===== src/rtl/axi_lite_ptgen_master_if.sv =====
// AXI4-Lite bus bundle for the pattern-generator master.
// The master modport drives the request side; the slave modport answers it.
interface axi_lite_ptgen_master_if #(
  parameter int unsigned ADDR_W = 32,
  parameter int unsigned DATA_W = 32
);
  logic [ADDR_W-1:0]   M_AXI_AWADDR;
  logic [2:0]          M_AXI_AWPROT;
  logic                M_AXI_AWVALID;
  logic                M_AXI_AWREADY;
  logic [DATA_W-1:0]   M_AXI_WDATA;
  logic [DATA_W/8-1:0] M_AXI_WSTRB;
  logic                M_AXI_WVALID;
  logic                M_AXI_WREADY;
  logic [1:0]          M_AXI_BRESP;
  logic                M_AXI_BVALID;
  logic                M_AXI_BREADY;
  logic [ADDR_W-1:0]   M_AXI_ARADDR;
  logic [2:0]          M_AXI_ARPROT;
  logic                M_AXI_ARVALID;
  logic                M_AXI_ARREADY;
  logic [DATA_W-1:0]   M_AXI_RDATA;
  logic [1:0]          M_AXI_RRESP;
  logic                M_AXI_RVALID;
  logic                M_AXI_RREADY;

  modport master (
    output M_AXI_AWADDR, M_AXI_AWPROT, M_AXI_AWVALID,
    input  M_AXI_AWREADY,
    output M_AXI_WDATA, M_AXI_WSTRB, M_AXI_WVALID,
    input  M_AXI_WREADY,
    input  M_AXI_BRESP, M_AXI_BVALID,
    output M_AXI_BREADY,
    output M_AXI_ARADDR, M_AXI_ARPROT, M_AXI_ARVALID,
    input  M_AXI_ARREADY,
    input  M_AXI_RDATA, M_AXI_RRESP, M_AXI_RVALID,
    output M_AXI_RREADY
  );

  modport slave (
    input  M_AXI_AWADDR, M_AXI_AWPROT, M_AXI_AWVALID,
    output M_AXI_AWREADY,
    input  M_AXI_WDATA, M_AXI_WSTRB, M_AXI_WVALID,
    output M_AXI_WREADY,
    output M_AXI_BRESP, M_AXI_BVALID,
    input  M_AXI_BREADY,
    input  M_AXI_ARADDR, M_AXI_ARPROT, M_AXI_ARVALID,
    output M_AXI_ARREADY,
    output M_AXI_RDATA, M_AXI_RRESP, M_AXI_RVALID,
    input  M_AXI_RREADY
  );
endinterface


===== src/rtl/axi_lite_ptgen_master.sv =====
// AXI4-Lite pattern generator and self-checker: writes N words SEED+i, reads them
// back and counts mismatches / error responses. One transfer outstanding at a time.
// Optional watchdog: define PTGEN_TIMEOUT_EN to abort a pass stuck for 1023 cycles.
module axi_lite_ptgen_master #(
  parameter logic [63:0] C_M_TARGET_BASE_ADDR = 64'h4000_0000,
  parameter int unsigned C_M_AXI_ADDR_WIDTH   = 32,
  parameter int unsigned C_M_AXI_DATA_WIDTH   = 32,
  parameter int unsigned C_M_TRANSACTIONS_NUM = 4,
  parameter logic [63:0] C_PATTERN_SEED       = 64'd1
) (
  input  logic       ACLK,
  input  logic       ARESET,
  input  logic       INIT_AXI_TXN,
  input  logic [1:0] MODE,
  output logic       TXN_DONE,
  output logic       ERROR,
  output logic [7:0] ERR_COUNT,
  axi_lite_ptgen_master_if.master m_axi
);

  localparam int unsigned AddrW     = C_M_AXI_ADDR_WIDTH;
  localparam int unsigned DataW     = C_M_AXI_DATA_WIDTH;
  localparam int unsigned IdxW      = $clog2(C_M_TRANSACTIONS_NUM) + 1;
  localparam int unsigned ByteShift = $clog2(DataW / 8);
  localparam logic [IdxW-1:0] LastIdx = IdxW'(C_M_TRANSACTIONS_NUM - 1);

  typedef enum logic [1:0] {StIdle, StWrite, StRead, StDone} state_e;

  state_e          r_state, w_state_d;
  logic            r_init_q;
  logic [1:0]      r_mode, w_mode_d;
  logic [IdxW-1:0] r_idx, w_idx_d;
  logic            r_launch, w_launch_d;
  logic            r_awvalid, w_awvalid_d;
  logic            r_wvalid, w_wvalid_d;
  logic            r_bready, w_bready_d;
  logic            r_arvalid, w_arvalid_d;
  logic            r_rready, w_rready_d;
  logic            r_txn_done, w_txn_done_d;
  logic            r_error, w_error_d;
  logic [7:0]      r_err_count, w_err_count_d;
`ifdef PTGEN_TIMEOUT_EN
  logic [9:0]      r_wdog, w_wdog_d;
`endif

  logic             w_start, w_last;
  logic             w_hs_aw, w_hs_w, w_hs_b, w_hs_ar, w_hs_r;
  logic [AddrW-1:0] w_addr;
  logic [DataW-1:0] w_pattern;
  logic [7:0]       w_cnt_inc;
  logic             w_unused;

  assign w_start   = INIT_AXI_TXN & ~r_init_q;
  assign w_last    = (r_idx == LastIdx);
  assign w_hs_aw   = r_awvalid & m_axi.M_AXI_AWREADY;
  assign w_hs_w    = r_wvalid & m_axi.M_AXI_WREADY;
  assign w_hs_b    = r_bready & m_axi.M_AXI_BVALID;
  assign w_hs_ar   = r_arvalid & m_axi.M_AXI_ARREADY;
  assign w_hs_r    = r_rready & m_axi.M_AXI_RVALID;
  // Payloads derive from the index, which only moves while every VALID is low.
  assign w_addr    = AddrW'(C_M_TARGET_BASE_ADDR) + (AddrW'(r_idx) << ByteShift);
  assign w_pattern = DataW'(C_PATTERN_SEED) + DataW'(r_idx);
  assign w_cnt_inc = (r_err_count == 8'hFF) ? 8'hFF : r_err_count + 8'd1;
  assign w_unused  = ^{m_axi.M_AXI_BRESP[0], m_axi.M_AXI_RRESP[0]};

  // Next-state and channel control for the pass sequencer.
  always_comb begin
    w_state_d     = r_state;
    w_mode_d      = r_mode;
    w_idx_d       = r_idx;
    w_launch_d    = r_launch;
    w_awvalid_d   = r_awvalid;
    w_wvalid_d    = r_wvalid;
    w_bready_d    = r_bready;
    w_arvalid_d   = r_arvalid;
    w_rready_d    = r_rready;
    w_txn_done_d  = r_txn_done;
    w_error_d     = r_error;
    w_err_count_d = r_err_count;
`ifdef PTGEN_TIMEOUT_EN
    w_wdog_d      = r_wdog;
`endif
    unique case (r_state)
      StIdle, StDone: begin
        if (w_start) begin
          w_txn_done_d  = 1'b0;
          w_error_d     = 1'b0;
          w_err_count_d = 8'd0;
          w_idx_d       = '0;
          w_mode_d      = MODE;
          if (MODE == 2'b11) begin
            w_state_d    = StDone;
            w_error_d    = 1'b1;
            w_txn_done_d = 1'b1;
          end else if (MODE == 2'b10) begin
            w_state_d  = StRead;
            w_launch_d = 1'b1;
          end else begin
            w_state_d  = StWrite;
            w_launch_d = 1'b1;
          end
        end
      end
      StWrite: begin
        if (r_launch) begin
          w_launch_d  = 1'b0;
          w_awvalid_d = 1'b1;
          w_wvalid_d  = 1'b1;
        end
        if (w_hs_aw) w_awvalid_d = 1'b0;
        if (w_hs_w)  w_wvalid_d  = 1'b0;
        // Wait for B only once both address and data have been accepted.
        if ((r_awvalid | r_wvalid) && !(w_awvalid_d | w_wvalid_d)) w_bready_d = 1'b1;
        if (w_hs_b) begin
          w_bready_d = 1'b0;
          if (m_axi.M_AXI_BRESP[1]) begin
            w_error_d     = 1'b1;
            w_err_count_d = w_cnt_inc;
          end
          if (w_last) begin
            w_idx_d = '0;
            if (r_mode == 2'b00) begin
              w_state_d  = StRead;
              w_launch_d = 1'b1;
            end else begin
              w_state_d    = StDone;
              w_txn_done_d = 1'b1;
            end
          end else begin
            w_idx_d    = r_idx + 1'b1;
            w_launch_d = 1'b1;
          end
        end
      end
      StRead: begin
        if (r_launch) begin
          w_launch_d  = 1'b0;
          w_arvalid_d = 1'b1;
        end
        if (w_hs_ar) begin
          w_arvalid_d = 1'b0;
          w_rready_d  = 1'b1;
        end
        if (w_hs_r) begin
          w_rready_d = 1'b0;
          if (m_axi.M_AXI_RRESP[1] || (m_axi.M_AXI_RDATA != w_pattern)) begin
            w_error_d     = 1'b1;
            w_err_count_d = w_cnt_inc;
          end
          if (w_last) begin
            w_state_d    = StDone;
            w_txn_done_d = 1'b1;
          end else begin
            w_idx_d    = r_idx + 1'b1;
            w_launch_d = 1'b1;
          end
        end
      end
    endcase
`ifdef PTGEN_TIMEOUT_EN
    if (!(r_awvalid | r_wvalid | r_bready | r_arvalid | r_rready) ||
        (w_hs_aw | w_hs_w | w_hs_b | w_hs_ar | w_hs_r)) begin
      w_wdog_d = 10'd0;
    end else begin
      w_wdog_d = r_wdog + 10'd1;
    end
    // Stuck slave: abandon the pass and report it as fully failed.
    if (r_wdog == 10'h3FF) begin
      w_wdog_d      = 10'd0;
      w_launch_d    = 1'b0;
      w_awvalid_d   = 1'b0;
      w_wvalid_d    = 1'b0;
      w_bready_d    = 1'b0;
      w_arvalid_d   = 1'b0;
      w_rready_d    = 1'b0;
      w_error_d     = 1'b1;
      w_err_count_d = 8'hFF;
      w_state_d     = StDone;
      w_txn_done_d  = 1'b1;
    end
`endif
  end

  // State registers with synchronous reset.
  always_ff @(posedge ACLK) begin
    if (ARESET) begin
      r_state     <= StIdle;
      r_init_q    <= 1'b0;
      r_mode      <= 2'b00;
      r_idx       <= '0;
      r_launch    <= 1'b0;
      r_awvalid   <= 1'b0;
      r_wvalid    <= 1'b0;
      r_bready    <= 1'b0;
      r_arvalid   <= 1'b0;
      r_rready    <= 1'b0;
      r_txn_done  <= 1'b0;
      r_error     <= 1'b0;
      r_err_count <= 8'd0;
`ifdef PTGEN_TIMEOUT_EN
      r_wdog      <= 10'd0;
`endif
    end else begin
      r_state     <= w_state_d;
      r_init_q    <= INIT_AXI_TXN;
      r_mode      <= w_mode_d;
      r_idx       <= w_idx_d;
      r_launch    <= w_launch_d;
      r_awvalid   <= w_awvalid_d;
      r_wvalid    <= w_wvalid_d;
      r_bready    <= w_bready_d;
      r_arvalid   <= w_arvalid_d;
      r_rready    <= w_rready_d;
      r_txn_done  <= w_txn_done_d;
      r_error     <= w_error_d;
      r_err_count <= w_err_count_d;
`ifdef PTGEN_TIMEOUT_EN
      r_wdog      <= w_wdog_d;
`endif
    end
  end

  assign TXN_DONE  = r_txn_done;
  assign ERROR     = r_error;
  assign ERR_COUNT = r_err_count;

  assign m_axi.M_AXI_AWADDR  = w_addr;
  assign m_axi.M_AXI_AWPROT  = 3'b000;
  assign m_axi.M_AXI_AWVALID = r_awvalid;
  assign m_axi.M_AXI_WDATA   = w_pattern;
  assign m_axi.M_AXI_WSTRB   = '1;
  assign m_axi.M_AXI_WVALID  = r_wvalid;
  assign m_axi.M_AXI_BREADY  = r_bready;
  assign m_axi.M_AXI_ARADDR  = w_addr;
  assign m_axi.M_AXI_ARPROT  = 3'b000;
  assign m_axi.M_AXI_ARVALID = r_arvalid;
  assign m_axi.M_AXI_RREADY  = r_rready;

endmodule


===== src/flat_wrapper.sv =====
// flat-port wrapper written by rule: the top's interface ports become plain ports
module axi_lite_ptgen_master_flat 
#(
  parameter logic [63:0] C_M_TARGET_BASE_ADDR = 64'h4000_0000,
  parameter int unsigned C_M_AXI_ADDR_WIDTH   = 32,
  parameter int unsigned C_M_AXI_DATA_WIDTH   = 32,
  parameter int unsigned C_M_TRANSACTIONS_NUM = 4,
  parameter logic [63:0] C_PATTERN_SEED       = 64'd1
)
  (ACLK, ARESET, INIT_AXI_TXN, MODE, TXN_DONE, ERROR, ERR_COUNT, m_axi_M_AXI_AWADDR, m_axi_M_AXI_AWPROT, m_axi_M_AXI_AWVALID, m_axi_M_AXI_AWREADY, m_axi_M_AXI_WDATA, m_axi_M_AXI_WSTRB, m_axi_M_AXI_WVALID, m_axi_M_AXI_WREADY, m_axi_M_AXI_BRESP, m_axi_M_AXI_BVALID, m_axi_M_AXI_BREADY, m_axi_M_AXI_ARADDR, m_axi_M_AXI_ARPROT, m_axi_M_AXI_ARVALID, m_axi_M_AXI_ARREADY, m_axi_M_AXI_RDATA, m_axi_M_AXI_RRESP, m_axi_M_AXI_RVALID, m_axi_M_AXI_RREADY);
  axi_lite_ptgen_master_if #(.ADDR_W(32), .DATA_W(32)) m_axi_i ();
  input  logic ACLK;
  input  logic ARESET;
  input  logic INIT_AXI_TXN;
  input  logic [1:0] MODE;
  output logic TXN_DONE;
  output logic ERROR;
  output logic [7:0] ERR_COUNT;
  output wire logic [$bits(m_axi_i.M_AXI_AWADDR)-1:0] m_axi_M_AXI_AWADDR;
  output wire logic [$bits(m_axi_i.M_AXI_AWPROT)-1:0] m_axi_M_AXI_AWPROT;
  output wire logic [$bits(m_axi_i.M_AXI_AWVALID)-1:0] m_axi_M_AXI_AWVALID;
  input wire logic [$bits(m_axi_i.M_AXI_AWREADY)-1:0] m_axi_M_AXI_AWREADY;
  output wire logic [$bits(m_axi_i.M_AXI_WDATA)-1:0] m_axi_M_AXI_WDATA;
  output wire logic [$bits(m_axi_i.M_AXI_WSTRB)-1:0] m_axi_M_AXI_WSTRB;
  output wire logic [$bits(m_axi_i.M_AXI_WVALID)-1:0] m_axi_M_AXI_WVALID;
  input wire logic [$bits(m_axi_i.M_AXI_WREADY)-1:0] m_axi_M_AXI_WREADY;
  input wire logic [$bits(m_axi_i.M_AXI_BRESP)-1:0] m_axi_M_AXI_BRESP;
  input wire logic [$bits(m_axi_i.M_AXI_BVALID)-1:0] m_axi_M_AXI_BVALID;
  output wire logic [$bits(m_axi_i.M_AXI_BREADY)-1:0] m_axi_M_AXI_BREADY;
  output wire logic [$bits(m_axi_i.M_AXI_ARADDR)-1:0] m_axi_M_AXI_ARADDR;
  output wire logic [$bits(m_axi_i.M_AXI_ARPROT)-1:0] m_axi_M_AXI_ARPROT;
  output wire logic [$bits(m_axi_i.M_AXI_ARVALID)-1:0] m_axi_M_AXI_ARVALID;
  input wire logic [$bits(m_axi_i.M_AXI_ARREADY)-1:0] m_axi_M_AXI_ARREADY;
  input wire logic [$bits(m_axi_i.M_AXI_RDATA)-1:0] m_axi_M_AXI_RDATA;
  input wire logic [$bits(m_axi_i.M_AXI_RRESP)-1:0] m_axi_M_AXI_RRESP;
  input wire logic [$bits(m_axi_i.M_AXI_RVALID)-1:0] m_axi_M_AXI_RVALID;
  output wire logic [$bits(m_axi_i.M_AXI_RREADY)-1:0] m_axi_M_AXI_RREADY;
  assign m_axi_M_AXI_AWADDR = m_axi_i.M_AXI_AWADDR;
  assign m_axi_M_AXI_AWPROT = m_axi_i.M_AXI_AWPROT;
  assign m_axi_M_AXI_AWVALID = m_axi_i.M_AXI_AWVALID;
  assign m_axi_i.M_AXI_AWREADY = m_axi_M_AXI_AWREADY;
  assign m_axi_M_AXI_WDATA = m_axi_i.M_AXI_WDATA;
  assign m_axi_M_AXI_WSTRB = m_axi_i.M_AXI_WSTRB;
  assign m_axi_M_AXI_WVALID = m_axi_i.M_AXI_WVALID;
  assign m_axi_i.M_AXI_WREADY = m_axi_M_AXI_WREADY;
  assign m_axi_i.M_AXI_BRESP = m_axi_M_AXI_BRESP;
  assign m_axi_i.M_AXI_BVALID = m_axi_M_AXI_BVALID;
  assign m_axi_M_AXI_BREADY = m_axi_i.M_AXI_BREADY;
  assign m_axi_M_AXI_ARADDR = m_axi_i.M_AXI_ARADDR;
  assign m_axi_M_AXI_ARPROT = m_axi_i.M_AXI_ARPROT;
  assign m_axi_M_AXI_ARVALID = m_axi_i.M_AXI_ARVALID;
  assign m_axi_i.M_AXI_ARREADY = m_axi_M_AXI_ARREADY;
  assign m_axi_i.M_AXI_RDATA = m_axi_M_AXI_RDATA;
  assign m_axi_i.M_AXI_RRESP = m_axi_M_AXI_RRESP;
  assign m_axi_i.M_AXI_RVALID = m_axi_M_AXI_RVALID;
  assign m_axi_M_AXI_RREADY = m_axi_i.M_AXI_RREADY;
  axi_lite_ptgen_master #(.C_M_TARGET_BASE_ADDR(C_M_TARGET_BASE_ADDR), .C_M_AXI_ADDR_WIDTH(C_M_AXI_ADDR_WIDTH), .C_M_AXI_DATA_WIDTH(C_M_AXI_DATA_WIDTH), .C_M_TRANSACTIONS_NUM(C_M_TRANSACTIONS_NUM), .C_PATTERN_SEED(C_PATTERN_SEED)) u_core (.ACLK(ACLK), .ARESET(ARESET), .INIT_AXI_TXN(INIT_AXI_TXN), .MODE(MODE), .TXN_DONE(TXN_DONE), .ERROR(ERROR), .ERR_COUNT(ERR_COUNT), .m_axi(m_axi_i));
endmodule

===== config.mk =====
export PLATFORM = sky130hd
export DESIGN_NAME = axi_lite_ptgen_master_flat
export DESIGN_NICKNAME = d
export VERILOG_FILES = /design/src/rtl/axi_lite_ptgen_master_if.sv /design/src/rtl/axi_lite_ptgen_master.sv /design/src/flat_wrapper.sv
export SDC_FILE = /design/constraint.sdc
export NUM_CORES = 1
export LEC_CHECK = 0
export CAP_MARGIN = 20
export CORE_UTILIZATION = 55
export CTS_BUF_LIST = sky130_fd_sc_hd__clkbuf_4
export CTS_CLUSTER_SIZE = 40
export DETAILED_ROUTE_END_ITERATION = 10
export DONT_BUFFER_PORTS = 1
export PLACE_DENSITY = 0.7
export SYNTH_ARGS = -nofsm -noshare
export SYNTH_HDL_FRONTEND = slang
export SYNTH_SLANG_ARGS = --single-unit

===== constraint.sdc =====
create_clock -name ACLK -period 2.45 [get_ports ACLK]
set_input_delay 0.6125 -clock ACLK [delete_from_list [all_inputs] [get_ports ACLK]]
set_output_delay 0.6125 -clock ACLK [all_outputs]
set_load 0.02 [all_outputs]

### Word level (Yosys, flattened, before mapping)

Cells that the tools add are included.

* flip-flop bits (word level): 24
* latch bits: 0
* memory bits (writable): 0
* bits in read-only memories: 0
* bits of input ports: 46
* output and inout bits: 121
* logic and storage cells: 117
* memories: 0

* add/sub/neg operators: 4
* multiply operators: 0
* div/mod/pow operators: 0
* order comparisons: 0
* equality and inequality tests: 18
* shifts and indexed selects: 0
* mux-type cells: 55
* bitwise gates (word level): 9
* reduce and logical (&&, ||, !) cells: 18

Operator list (number)
* $mux 8: 6
* $add 31x5->32 const A: 1
* $ne 32x32->1: 1
* $mux 1: 31
* $pmux 8 s3: 1
* $mux 3: 5
* $mux 2: 7
* $ne 2x1->1 const B: 6
* $reduce_and 2->1: 5
* $reduce_and 5->1: 2
* $pmux 1 s3: 3
* $pmux 3 s3: 1
* $add 8x1->8 const B: 1
* $eq 2x2->1 const B: 4
* $eq 8x8->1 const B: 1
* $ne 2x2->1 const B: 4
* $and 1x1->1: 6
* $pmux 2 s3: 1
* $reduce_and 6->1: 1
* $reduce_bool 2->1: 3
* $add 1x3->4 const A: 1
* $logic_not 2->1: 2
* $reduce_and 4->1: 1
* $add 3x1->3 const B: 1
* 8 further kinds: 9

### Logic depth before layout (Yosys ltp)

Gate-level depths: netlist of run 1.

* depth after elaboration: 8
* depth in mapped cells: 9
* depth with buffers taken out: 7

### Least setup slack after synthesis of run 1

No wires, ideal clock.

* path kind: register to register
* start point: reg u_core.r_idx[0]
* end point: reg u_core.r_err_count[5] (netlist: u_core.ERR_COUNT[5])
* setup time: 134 ps
* arrival: 1922 ps
* required time: 2316 ps
* setup slack: 394 ps
* cell stages (with the launch flop): 9
* clock period less this slack: 2056 ps
* cell sequence: dfxtp_1 > ha_1 > ha_1 > xor2_1 > o2111ai_1 > o31a_2 > buf_6 > a21oi_2 > a211oi_2

* word-level cells in the longest chain between the ends: 5

Ends and longest elaborated chain
* from (decl): line axi_lite_ptgen_master.sv:32 `logic [IdxW-1:0] r_idx, w_idx_d;`
* from (signal assigned): line axi_lite_ptgen_master.sv:207 `r_idx <= w_idx_d;`
* $add 1x3->4: line axi_lite_ptgen_master.sv:62 `assign w_pattern = DataW'(C_PATTERN_SEED) + DataW'(r_idx);`
* $ne 32x32->1: line axi_lite_ptgen_master.sv:146 `if (m_axi.M_AXI_RRESP[1] || (m_axi.M_AXI_RDATA != w_pattern)) begin`
* $logic_or 1x1->1: line axi_lite_ptgen_master.sv:146
* $ne 2x1->1 (no source line)
* $reduce_and 5->1 (no source line)
* to (signal assigned): line axi_lite_ptgen_master.sv:216 `r_err_count <= w_err_count_d;`
* to (decl): line axi_lite_ptgen_master.sv:41 `logic [7:0] r_err_count, w_err_count_d;`

No other way between the ends.
A chain may end at the register's enable or synchronous reset.

### Worst setup path after layout of run 1

* start point: reg u_core.r_state[0]
* end point: reg u_core.r_err_count[7] (netlist: u_core.ERR_COUNT[7])

* word-level cells in the longest chain between the ends: 4

Ends and longest elaborated chain
* from (decl): line axi_lite_ptgen_master.sv:29 `state_e r_state, w_state_d;`
* from (signal assigned): line axi_lite_ptgen_master.sv:187 `r_state <= StIdle;`
* from (signal assigned): line axi_lite_ptgen_master.sv:204 `r_state <= w_state_d;`
* $eq 2x2->1 / $logic_not 2->1 (equally long branches): line axi_lite_ptgen_master.sv:83 `unique case (r_state)`
* $reduce_or 2->1: line axi_lite_ptgen_master.sv:83
* $ne 2x1->1 (no source line)
* $reduce_and 5->1 (no source line)

Several ways; a longest one is shown, not always the timed one.

==> results.ini, run 1 <==
[placement]
globalplace.congestion=0.807
place_hpwl_microns=2850
io_buffers=0

[global_route]
grt_pass1_vias=1255
grt_max_degree=26
grt_pass1_wl_microns=5660
grt_usage=0.170
antenna_found_initial=0
grt-ovfl-total=0

[setup_path]
worst-setup-path-type=reg2reg
crit_chain=inv_1 > ha_1 > a21boi_1 > a2111oi_2 > o31a_2 > a41oi_1 > a211oi_1
end_kind=register
r2r_slack_ns=0.36
critPathSlowestCell=o31a_2
worst_r2r_path_depth=7
startpoint_type=register
critical_path_buf_inv_count=1
worstPathMaxFanout=14
reg2reg_from=u_core.r_state[0]$_SDFFE_PP0P_
cp_top_family=compound AO/OA/AOI/OAI gates
timing.rr.end=u_core.ERR_COUNT[7]$_SDFFE_PP0P_
critPathRequiredTime_ns=2.70
cp.arrival_ns=2.34
slowest_delay_ns=0.44

[cts]
clk_pin_slew_worst_paths_ns=0.13
h-tree-depth=1
cts_resized=0
cts_root_buffer=clkbuf_4
cts_tree=built
postCtsSetupBuffers=0
clk_latency_ns=0.32
cts_max_path_buffers=2
cts-buffers-inserted=3
hold_buffers=0
clock-sinks=24

[worst_hold_path]
hold_class=in2reg
min_path_cells=1
hold_end=u_core.r_init_q$_SDFF_PP0_
min_from=ARESET

[synth]
synth_edf_count=0
async_flop_share=0
synth_area_sq_um=2190
ys_warn_count=0
yosysSeqAreaShare=0.219
ys_ff_latch=24
synth.distinct_cells=45
synth_ff_type=dfxtp_1
syn_inst=278
post_synth.cell_area_avg_sq_um=7.89

[power]
finalPower_mw=1.44
p_per_area_nw_per_um2=763
ir_worst_vdd_mv=0.341
p_leak_nw=0.832

[sta]
maxSlewHeadroom=0.639
fin_worst_skew_ns=0.00248
setup_viol=0
slew_violations=0
fin_tns_setup_ns=0
rsz0062_at_grt=false
finalCritPeriodShare=0.854
max_freq_mhz=478
post-route-min-period_ns=2.09
tightest_slew_ns=0.536
fin_hold_ws_ns=0.347
final_hold_viol_count=0

[layout]
insertedDiodeCount=0
num-nets-final=328
multi_input_area_sq_um=1230
fillers=386
layout-drive-gt1-share=0.0657
regArea_sq_um=480
syn_to_final_growth_pct=-13.9

[floorplanning]
die_x_microns=65.2
initial_core_util=0.586
die_h_microns=65.2
die-area_sq_um=4250
core_sq_um=3740
rows=22
ios=167

[routing]
vias_per_cell=4.85
wl_per_cell_microns=11.3
wirelength_microns=3650
first_iter_violations=47
drcViolationCount=0
via_count=1561
antenna_left=0
first_pass_iters=4

[run]
max-cap-violations=0

[outcome]
status=complete, no violations

## cell usage after synthesis (all sizes together) (3+ instances only)
cell / instances / share of area
buf: 101 / 0.35
dfxtp: 24 / 0.22
nor2: 18 / 0.032
a21oi: 17 / 0.040
nand2: 14 / 0.024
inv: 10 / 0.017
nand3: 8 / 0.018
a211oi: 7 / 0.026
a31oi: 7 / 0.020
clkbuf: 7 / 0.012
ha: 6 / 0.034
nor4: 6 / 0.017
o21ai: 6 / 0.014
mux2i: 5 / 0.023
a311oi: 4 / 0.019
nor2b: 4 / 0.011
nor3: 3 / 0.0068
xor2: 3 / 0.012
## power breakdown
| part | switching, mW | total (mW) | internal (mW) |
|---|---|---|---|
| sequential | 0.0733 | 0.521 | 0.447 |
| combinational | 0.504 | 0.747 | 0.243 |
| clock | 0.118 | 0.176 | 0.0576 |
## layer usage
metal / routed length, microns / up-vias / global-route usage
li1: - / 750 / -
met1: 1580 / 702 / 0.221
met2: 1660 / 102 / 0.264
met3: 360 / 7 / 0.0451
met4: 60 / 0 / 0.0679
met5: 0 / - / 0
## cell families (layout without fill, tap and decap cells)
kind of cell,Yosys count,after routing,share of synthesized area
and+or+nand+nor,65,65,0.155
buffers and inverters,119,21,0.380
muxes,5,5,0.0228
xor gates and xnor gates,4,4,0.0160
adders and majority gates,6,6,0.0342
DFF,24,24,0.219
other,2,96,0.00342
AOI/OAI and AO/OA,53,53,0.170
## flip-flops by register name (all words and copies together) (netlist names), 2 cells and up
name              flops
u_core.r_mode         2
u_core.r_state        2
u_core.r_idx          3
u_core.ERR_COUNT      8
## cell usage in the layout, fill, tap and decap left out, drive strengths merged, types with 7 or more instances in the layout
cell    count
nor2       18
a31oi       7
conb       96
a211oi      7
buf         7
dfxtp      24
nand2      14
nand3       8
inv        10
a21oi      17
## area by class of cell
cell class | count | share of cell area
clock buffers | 3 | 0.0119
multi-input cells | 229 | 0.653
well taps | 48 | 0.0318
inverters | 11 | 0.0218
repair buffers | 7 | 0.0278
flip-flops and latches | 24 | 0.254
## through the flow
stage               cell area [sq um]  worst slack, ns  std cells   util
floorplan                        2550            0.394        372      -
global placement                 1870            0.383        319  0.499
detailed placement               1870            0.367        319  0.499
CTS                              1890            0.314        322  0.505
global route                     1890            0.144        322  0.505
finish                           1890            0.359        322  0.505
## worst max-delay path by stage
stage,cells after the start,end,start,slack (ns)
global route,7,u_core.ERR_COUNT[7]$_SDFFE_PP0P_,u_core.r_state[0]$_SDFFE_PP0P_,0.14
detailed placement,7,u_core.ERR_COUNT[7]$_SDFFE_PP0P_,u_core.r_state[0]$_SDFFE_PP0P_,0.37
global placement,7,u_core.ERR_COUNT[7]$_SDFFE_PP0P_,u_core.r_state[0]$_SDFFE_PP0P_,0.38
floorplan,8,u_core.ERR_COUNT[5]$_SDFFE_PP0P_,u_core.r_idx[0]$_SDFFE_PP0P_,0.39
CTS,7,u_core.ERR_COUNT[7]$_SDFFE_PP0P_,u_core.r_state[0]$_SDFFE_PP0P_,0.31
finish,7,u_core.ERR_COUNT[7]$_SDFFE_PP0P_,u_core.r_state[0]$_SDFFE_PP0P_,0.36
Note: power is estimated with default switching activity, not from simulation.
==> run 2, diff against run 1 <==
--- a/config.mk
+++ b/config.mk
@@ -8,7 +8,6 @@
 export CAP_MARGIN = 20
 export CORE_UTILIZATION = 55
 export CTS_BUF_LIST = sky130_fd_sc_hd__clkbuf_4
-export CTS_CLUSTER_SIZE = 40
 export DETAILED_ROUTE_END_ITERATION = 10
 export DONT_BUFFER_PORTS = 1
 export PLACE_DENSITY = 0.7
==> results of run 2 <==
No change in the layout: final DEF, timing and power equal those of run 1.
